**src/rtl/w_sched_if.sv**
```systemverilog
// Purpose: start/ready block intake plus valid/ready schedule-word stream of w_sched_ctrl.
// Signals:
//   start, message_block, start_ready  - block intake handshake (message_block word 0 = [511:480])
//   w_valid, w_ready, w_word, w_index  - schedule word stream toward the round engine
//   busy, done                         - status (done is a one-cycle pulse)
// Modports: slave = scheduler side, master = padder/round-engine side.
interface w_sched_if #(
  parameter int unsigned W_LENGTH = 64
);
  localparam int unsigned IDX_W = $clog2(W_LENGTH) + 1;

  logic             start;
  logic             start_ready;
  logic [511:0]     message_block;
  logic             w_valid;
  logic             w_ready;
  logic [31:0]      w_word;
  logic [IDX_W-1:0] w_index;
  logic             busy;
  logic             done;

  modport slave (
    input  start, message_block, w_ready,
    output start_ready, w_valid, w_word, w_index, busy, done
  );

  modport master (
    output start, message_block, w_ready,
    input  start_ready, w_valid, w_word, w_index, busy, done
  );
endinterface

```
**src/rtl/w_sched_ctrl.sv**
```systemverilog
// Purpose: streams the SHA-256 message schedule W[0..W_LENGTH-1] for one 512-bit block.
//   W[0..15] come straight from the block, later words are expanded in a 16-word
//   sliding window, one word per accepted beat with no bubbles.
// Ports:
//   clock  - rising-edge clock
//   reset  - synchronous, active-high reset
//   abort  - (only with W_SCHED_ABORT_EN) drop the current block and return to IDLE
//   bus    - w_sched_if.slave: start/start_ready/message_block intake,
//            w_valid/w_ready/w_word/w_index stream, busy, done
// Parameter: W_LENGTH = number of schedule words per block (16..64).
// Optional feature macro: W_SCHED_ABORT_EN.
module w_sched_ctrl #(
  parameter int unsigned W_LENGTH = 64
) (
  input  logic       clock,
  input  logic       reset,
`ifdef W_SCHED_ABORT_EN
  input  logic       abort,
`endif
  w_sched_if.slave   bus
);

  localparam int unsigned IDX_W = $clog2(W_LENGTH) + 1;
  localparam logic [IDX_W-1:0] LAST_IDX = IDX_W'(W_LENGTH - 1);
  localparam logic [IDX_W-1:0] LOAD_END = IDX_W'(15);

  typedef enum logic [1:0] {IDLE, LOAD, EXPAND, DONE} state_t;

  state_t           state_q, state_d;
  logic [31:0]      win_q [16];
  logic [31:0]      win_d [16];
  logic [31:0]      w_word_q, w_word_d;
  logic [IDX_W-1:0] w_index_q, w_index_d;
  logic             w_valid_q, w_valid_d;
  logic             start_ready_q, start_ready_d;
  logic             busy_q, busy_d;
  logic             done_q, done_d;
  logic             accept;
  logic             abort_req;
  logic [31:0]      w_next;

  function automatic logic [31:0] sig0(input logic [31:0] x);
    return {x[6:0], x[31:7]} ^ {x[17:0], x[31:18]} ^ {3'b000, x[31:3]};
  endfunction

  function automatic logic [31:0] sig1(input logic [31:0] x);
    return {x[16:0], x[31:17]} ^ {x[18:0], x[31:19]} ^ {10'b0, x[31:10]};
  endfunction

`ifdef W_SCHED_ABORT_EN
  assign abort_req = abort;
`else
  assign abort_req = 1'b0;
`endif

  // Window holds W[t..t+15]; the word entering at the top is W[t+16].
  assign w_next = sig1(win_q[14]) + win_q[9] + sig0(win_q[1]) + win_q[0];
  assign accept = w_valid_q && bus.w_ready;

  // Next-state and next-output logic.
  always_comb begin
    state_d   = state_q;
    win_d     = win_q;
    w_word_d  = w_word_q;
    w_index_d = w_index_q;

    case (state_q)
      IDLE: begin
        if (bus.start) begin
          for (int k = 0; k < 16; k++) begin
            win_d[k] = bus.message_block[511 - 32*k -: 32];
          end
          w_word_d  = bus.message_block[511 -: 32];
          w_index_d = '0;
          state_d   = LOAD;
        end
      end
      LOAD, EXPAND: begin
        if (abort_req) begin
          w_index_d = '0;
          state_d   = IDLE;
        end else if (accept) begin
          // Shift on every accepted beat so the next word is already registered.
          for (int k = 0; k < 15; k++) begin
            win_d[k] = win_q[k+1];
          end
          win_d[15] = w_next;
          w_word_d  = win_q[1];
          if (w_index_q == LAST_IDX) begin
            state_d = DONE;
          end else begin
            w_index_d = w_index_q + IDX_W'(1);
            if (w_index_q == LOAD_END) begin
              state_d = EXPAND;
            end
          end
        end
      end
      DONE: begin
        state_d = IDLE;
      end
      default: begin
        state_d = IDLE;
      end
    endcase

    w_valid_d     = (state_d == LOAD) || (state_d == EXPAND);
    busy_d        = (state_d == LOAD) || (state_d == EXPAND);
    start_ready_d = (state_d == IDLE);
    done_d        = (state_d == DONE);
  end

  // State and output registers.
  always_ff @(posedge clock) begin
    if (reset) begin
      state_q       <= IDLE;
      win_q         <= '{default: '0};
      w_word_q      <= '0;
      w_index_q     <= '0;
      w_valid_q     <= 1'b0;
      start_ready_q <= 1'b1;
      busy_q        <= 1'b0;
      done_q        <= 1'b0;
    end else begin
      state_q       <= state_d;
      win_q         <= win_d;
      w_word_q      <= w_word_d;
      w_index_q     <= w_index_d;
      w_valid_q     <= w_valid_d;
      start_ready_q <= start_ready_d;
      busy_q        <= busy_d;
      done_q        <= done_d;
    end
  end

  assign bus.start_ready = start_ready_q;
  assign bus.w_valid     = w_valid_q;
  assign bus.w_word      = w_word_q;
  assign bus.w_index     = w_index_q;
  assign bus.busy        = busy_q;
  assign bus.done        = done_q;

endmodule

```
**src/flat_wrapper.sv**
```systemverilog
// flat-port wrapper written by rule: the top's interface ports become plain ports
module w_sched_ctrl_flat 
#(
  parameter int unsigned W_LENGTH = 64
)
  (clock, reset, bus_start, bus_message_block, bus_w_ready, bus_start_ready, bus_w_valid, bus_w_word, bus_w_index, bus_busy, bus_done);
  w_sched_if #(.W_LENGTH(W_LENGTH)) bus_i ();
  input  logic clock;
  input  logic reset;
  input wire logic [$bits(bus_i.start)-1:0] bus_start;
  input wire logic [$bits(bus_i.message_block)-1:0] bus_message_block;
  input wire logic [$bits(bus_i.w_ready)-1:0] bus_w_ready;
  output wire logic [$bits(bus_i.start_ready)-1:0] bus_start_ready;
  output wire logic [$bits(bus_i.w_valid)-1:0] bus_w_valid;
  output wire logic [$bits(bus_i.w_word)-1:0] bus_w_word;
  output wire logic [$bits(bus_i.w_index)-1:0] bus_w_index;
  output wire logic [$bits(bus_i.busy)-1:0] bus_busy;
  output wire logic [$bits(bus_i.done)-1:0] bus_done;
  assign bus_i.start = bus_start;
  assign bus_i.message_block = bus_message_block;
  assign bus_i.w_ready = bus_w_ready;
  assign bus_start_ready = bus_i.start_ready;
  assign bus_w_valid = bus_i.w_valid;
  assign bus_w_word = bus_i.w_word;
  assign bus_w_index = bus_i.w_index;
  assign bus_busy = bus_i.busy;
  assign bus_done = bus_i.done;
  w_sched_ctrl #(.W_LENGTH(W_LENGTH)) u_core (.clock(clock), .reset(reset), .bus(bus_i));
endmodule
```
**config.mk**
```make
export PLATFORM = sky130hd
export DESIGN_NAME = w_sched_ctrl_flat
export DESIGN_NICKNAME = d
export VERILOG_FILES = /design/src/rtl/w_sched_if.sv /design/src/rtl/w_sched_ctrl.sv /design/src/flat_wrapper.sv
export SDC_FILE = /design/constraint.sdc
export NUM_CORES = 2
export LEC_CHECK = 0
export CORE_MARGIN = 5
export CORE_UTILIZATION = 43
export DETAILED_ROUTE_END_ITERATION = 10
export GPL_TIMING_DRIVEN = 0
export MAX_ROUTING_LAYER = met4
export PLACE_DENSITY_LB_ADDON = 0.1
export SLEW_MARGIN = 15
export SYNTH_ARGS = -nofsm -noshare
export SYNTH_HDL_FRONTEND = slang
export SYNTH_SLANG_ARGS = --single-unit
```
**constraint.sdc**
```tcl
create_clock -name clock -period 4.4 [get_ports clock]
set_input_delay 1.1 -clock clock [delete_from_list [all_inputs] [get_ports clock]]
set_output_delay 1.1 -clock clock [all_outputs]
set_load 0.1 [all_outputs]
```
==> implementation parameters <==
Parameter                              Value

Run status
  Status    finished clean

Setup path
  Crit path kind    flip-flop to flip-flop
  Reg2Reg Setup Slack    0.10 ns
  Worst Setup End Kind    flip-flop
  Critical R2R Launch    u_core.win_q[53]
  Terminus of the critical flop-to-flop path    u_core.win_q[29]
  Kind of start point of the critical path    flip-flop
  Data required time at the worst endpoint    4.86 ns
  Worst Path Arrival    4.76 ns
  Biggest fanout along the worst timing path    5
  Worst R2R Path Depth    15

Synth
  Top cells by area in the synthesized netlist    sky130_fd_sc_hd__dfxtp_1 38%, sky130_fd_sc_hd__mux2i_1 18%, sky130_fd_sc_hd__a211oi_1 13%, sky130_fd_sc_hd__nor2_1 7.2%, sky130_fd_sc_hd__fa_1 4.5%
  Cell type contributing the most total cell area after synthesis    sky130_fd_sc_hd__dfxtp_1
  Mean post-synth cell area    9.22 um^2
  Sequential fraction of the synthesis area    38.3%
  Post-synth ARST share    0%
  Post-synthesis cell area    0.0274 mm^2
  Synthesized netlist cell count    2972
  Count of distinct cell types in the synthesized netlist    61
  Number of enable flip-flop cells after synthesis    0
  Warning count from the yosys run    0
  Main synth FF type    sky130_fd_sc_hd__dfxtp_1
  Synth top area share    38.3%
  Post-synthesis register bit count    524
  Post-Syn Nets    between 3000 and 4000

Route
  Aggregate routed wire length    114000 um
  DRC violation total after the first TritonRoute iteration    1738
  Wire length per cell    between 20 and 30 um
  Average via count per standard cell    5.51
  Post-detailed-route DRC marker count    0
  Length of the first detailed-routing pass in iterations    5
  Total vias in the final route    roughly 25000
  Routed Antenna Nets    0

Global route
  Maximum number of pins on one net before global-route repair    17
  First-pass GRT wire length    165000 um
  Number of global-route vias before repair    ~25000
  GRT Residual Overflow    0
  Gr usage total    32.4%
  Number of antenna violations at the first check in global routing    20

Finish
  Count of fill cells added during filler insertion    5705
  Highest-count cells in the layout ignoring fill and taps    558 x sky130_fd_sc_hd__clkdlybuf4s50_1, 523 x sky130_fd_sc_hd__nor2_1, 499 x sky130_fd_sc_hd__dfxtp_1, 494 x sky130_fd_sc_hd__mux2i_1, 491 x sky130_fd_sc_hd__a211oi_1
  Final instance area    0.0362 mm^2
  Most common cell after layout, fill and taps aside    sky130_fd_sc_hd__clkdlybuf4s50_1
  Layout Nets    4163
  Fraction of layout cells with a size suffix above 1    under 10%
  Area growth syn-to-layout    32.3%

Worst hold path
  Worst min-delay path class    flip-flop to flip-flop
  Beginning of the worst hold path    u_core.win_q[381]
  Cell depth of the worst hold path    2
  Endpoint of the worst hold path    u_core.win_q[381]

Pwr
  Worst vdd ir    0.317 mV
  Sequential share of power    29.8%
  Logic gate share of total power    45.1%
  Power dissipated by switching net loads    8180 uW
  Clk network pwr share    approximately a quarter
  Static leakage power    between 0.01 and 0.015 uW
  Internal Power    11900 uW
  Fraction of power spent switching nets    40.7%
  Pwr per Cell Area    555 mW/mm^2

Timing
  PnR worst setup slack    0.105 ns
  Setup Viol. Count Final    0
  Final critical-path required period    4.30 ns
  Number of max-slew violations in the final report    0
  Clk_skew    around 0.025 ns
  Relative max-transition margin    approximately a quarter
  Transition at the pin with the smallest max-transition slack    1.13 ns
  Unrepaired setup endpoints after global routing    true
  Final hold vios    0
  Period Utilization, post-route    97.6%
  Achievable clock frequency    ~230 MHz

Place
  HPWL after DPL    93800 um
  Number of I/O port buffers    roughly 560
  Worst slack after detailed placement    -0.659 ns
  Placed standard-cell area    ~0.034 mm^2
  Global placement routability congestion    0.979

Floorplanning
  Initial Utilization    43.4%
  Area of the core region    0.0631 mm^2
  Die width    262 um
  I/O pin count    559
  Die outline area    0.0689 mm^2
  # rows    92
  Vert. Die Dim    between 200 and 300 um

Clocking
  CTS tree    done
  H-tree Lvls    2
  Root buf cell    sky130_fd_sc_hd__clkbuf_16
  Clk buf depth    3
  TritonCTS buffer count    58
  Clk slew on worst S/H paths    0.06 ns
  Number of sinks driven by the clock tree    524
  Worst-skew pair later-pin latency    0.63 ns

Job
  Number of violations of the max-capacitance limit    0
-- logic make-up (layout without fill, tap and decap cells) --
group,count (synthesis),in the layout,synth area share (%)
compound gates,654,654,17.4
simple gates,600,600,8.58
flops,524,524,38.3
mux,494,494,18.0
buf+inv,455,1081,6.81
xor+xnor,148,148,4.73
fa+ha+maj,97,97,6.13
other cells,0,22,0
-- sequential cells by signal, indices dropped and copies added, names as in the netlist --
name,cells
u_core.bus.w_index,7
u_core.win_q,481
u_core.bus.busy,1
u_core.bus.start_ready,1
u_core.bus.w_word,31
u_core.bus.done,1
u_core.state_q,2
-- timing repair --
item,CTS,global route
buffers inserted,3,7
endpoints found under the hold margin,0,0
hold buffers,0,0
pin swaps,9,12
resized for setup,28,33
setup endpoints to repair,12,12
-- worst max-delay path, cell delays in order (launching register included) --
cell and delay (ns):
sky130_fd_sc_hd__dfxtp_2 0.45, sky130_fd_sc_hd__xnor2_1 0.16, sky130_fd_sc_hd__xnor2_1 0.19, sky130_fd_sc_hd__fa_1 0.55, sky130_fd_sc_hd__inv_1 0.06, sky130_fd_sc_hd__fa_1 0.47
sky130_fd_sc_hd__inv_1 0.07, sky130_fd_sc_hd__fa_2 0.42, sky130_fd_sc_hd__a21oi_4 0.20, sky130_fd_sc_hd__o211ai_4 0.11, sky130_fd_sc_hd__a2111oi_4 0.43, sky130_fd_sc_hd__o21ai_2 0.16
sky130_fd_sc_hd__and2_4 0.19, sky130_fd_sc_hd__a221oi_4 0.25, sky130_fd_sc_hd__xor2_2 0.32, sky130_fd_sc_hd__a221oi_2 0.10
-- metal layers --
metal / up-vias / share of wire, % / GRT usage [%]
met2: 924 / 49 / 54.5
met4: 0 / 4.3 / 12.9
met1: 11900 / 40 / 38.1
li1: 11600 / - / -
met5: - / 0 / -
met3: 213 / 6.5 / 6.59
-- how the worst max path moves through the flow --
stage	to	start	slack, ns	depth (start not counted)
global placement	u_core.win_q[29]	u_core.win_q[50]	-0.67	15
global route	u_core.win_q[29]	u_core.win_q[452]	-0.007	13
detailed placement	u_core.win_q[29]	u_core.win_q[52]	-0.66	15
finish	u_core.win_q[29]	u_core.win_q[53]	0.10	15
CTS	u_core.win_q[30]	u_core.win_q[464]	0.0008	16
floorplan	u_core.win_q[23]	u_core.win_q[467]	0.31	15
-- cell usage after synthesis, drive strengths merged (2+ instances only) --
cell       n
o21ai     36
or3        3
o31ai      2
nand2     36
a21oi     60
xor2      27
a2111oi    5
o21bai     8
xnor2    121
ha        35
clkbuf   252
inv      136
or2        2
o2111ai    2
a211oi   492
a21o      13
buf       67
dfxtp    524
o21a       6
mux2i    494
nand4      8
nand3     11
nor2b      2
fa        62
o211ai     5
and3       3
a221oi     3
a22o       2
nor2     523
a31oi     10
nand2b     3
nor4b      2
nor3       5
-- power by group through the flow --
stage / combinational, uW / sequential (uW) / clock [uW]
after CTS: 8850 / 5910 / 5090
after global routing: 9810 / 6040 / 5300
after global placement: 8590 / 5920 / 0
after detailed placement: 8660 / 5940 / 0
final: 9060 / 6000 / 5040
after floorplan: 5880 / 5710 / 0
-- metrics by stage --
step	instances	hold WS, ns	power (uW)	util, %	TNS, ns
floorplan	2972	0.425	11600	-	0
global placement	4376	0.463	14500	54.0	-4.72
detailed placement	4376	0.481	14600	54.0	-5.06
CTS	4465	0.493	19800	57.2	0
global route	4465	0.517	21200	57.4	-0.00680
finish	4466	0.498	20100	57.4	0
-- cell type report --
type | count | area (um^2) | area share [%]
flip-flops and latches | 524 | 10500 | 29.1
clock inverters | 15 | 198 | 0.546
multi-input cells | 1993 | 15300 | 42.1
diodes | 22 | 55.1 | 0.152
repair buffers | 568 | 5660 | 15.6
plain buffers | 269 | 1170 | 3.22
inverters | 136 | 510 | 1.41
clock buffers | 93 | 1790 | 4.95
well taps | 846 | 1060 | 2.92
(Power assumes the default switching activity.)
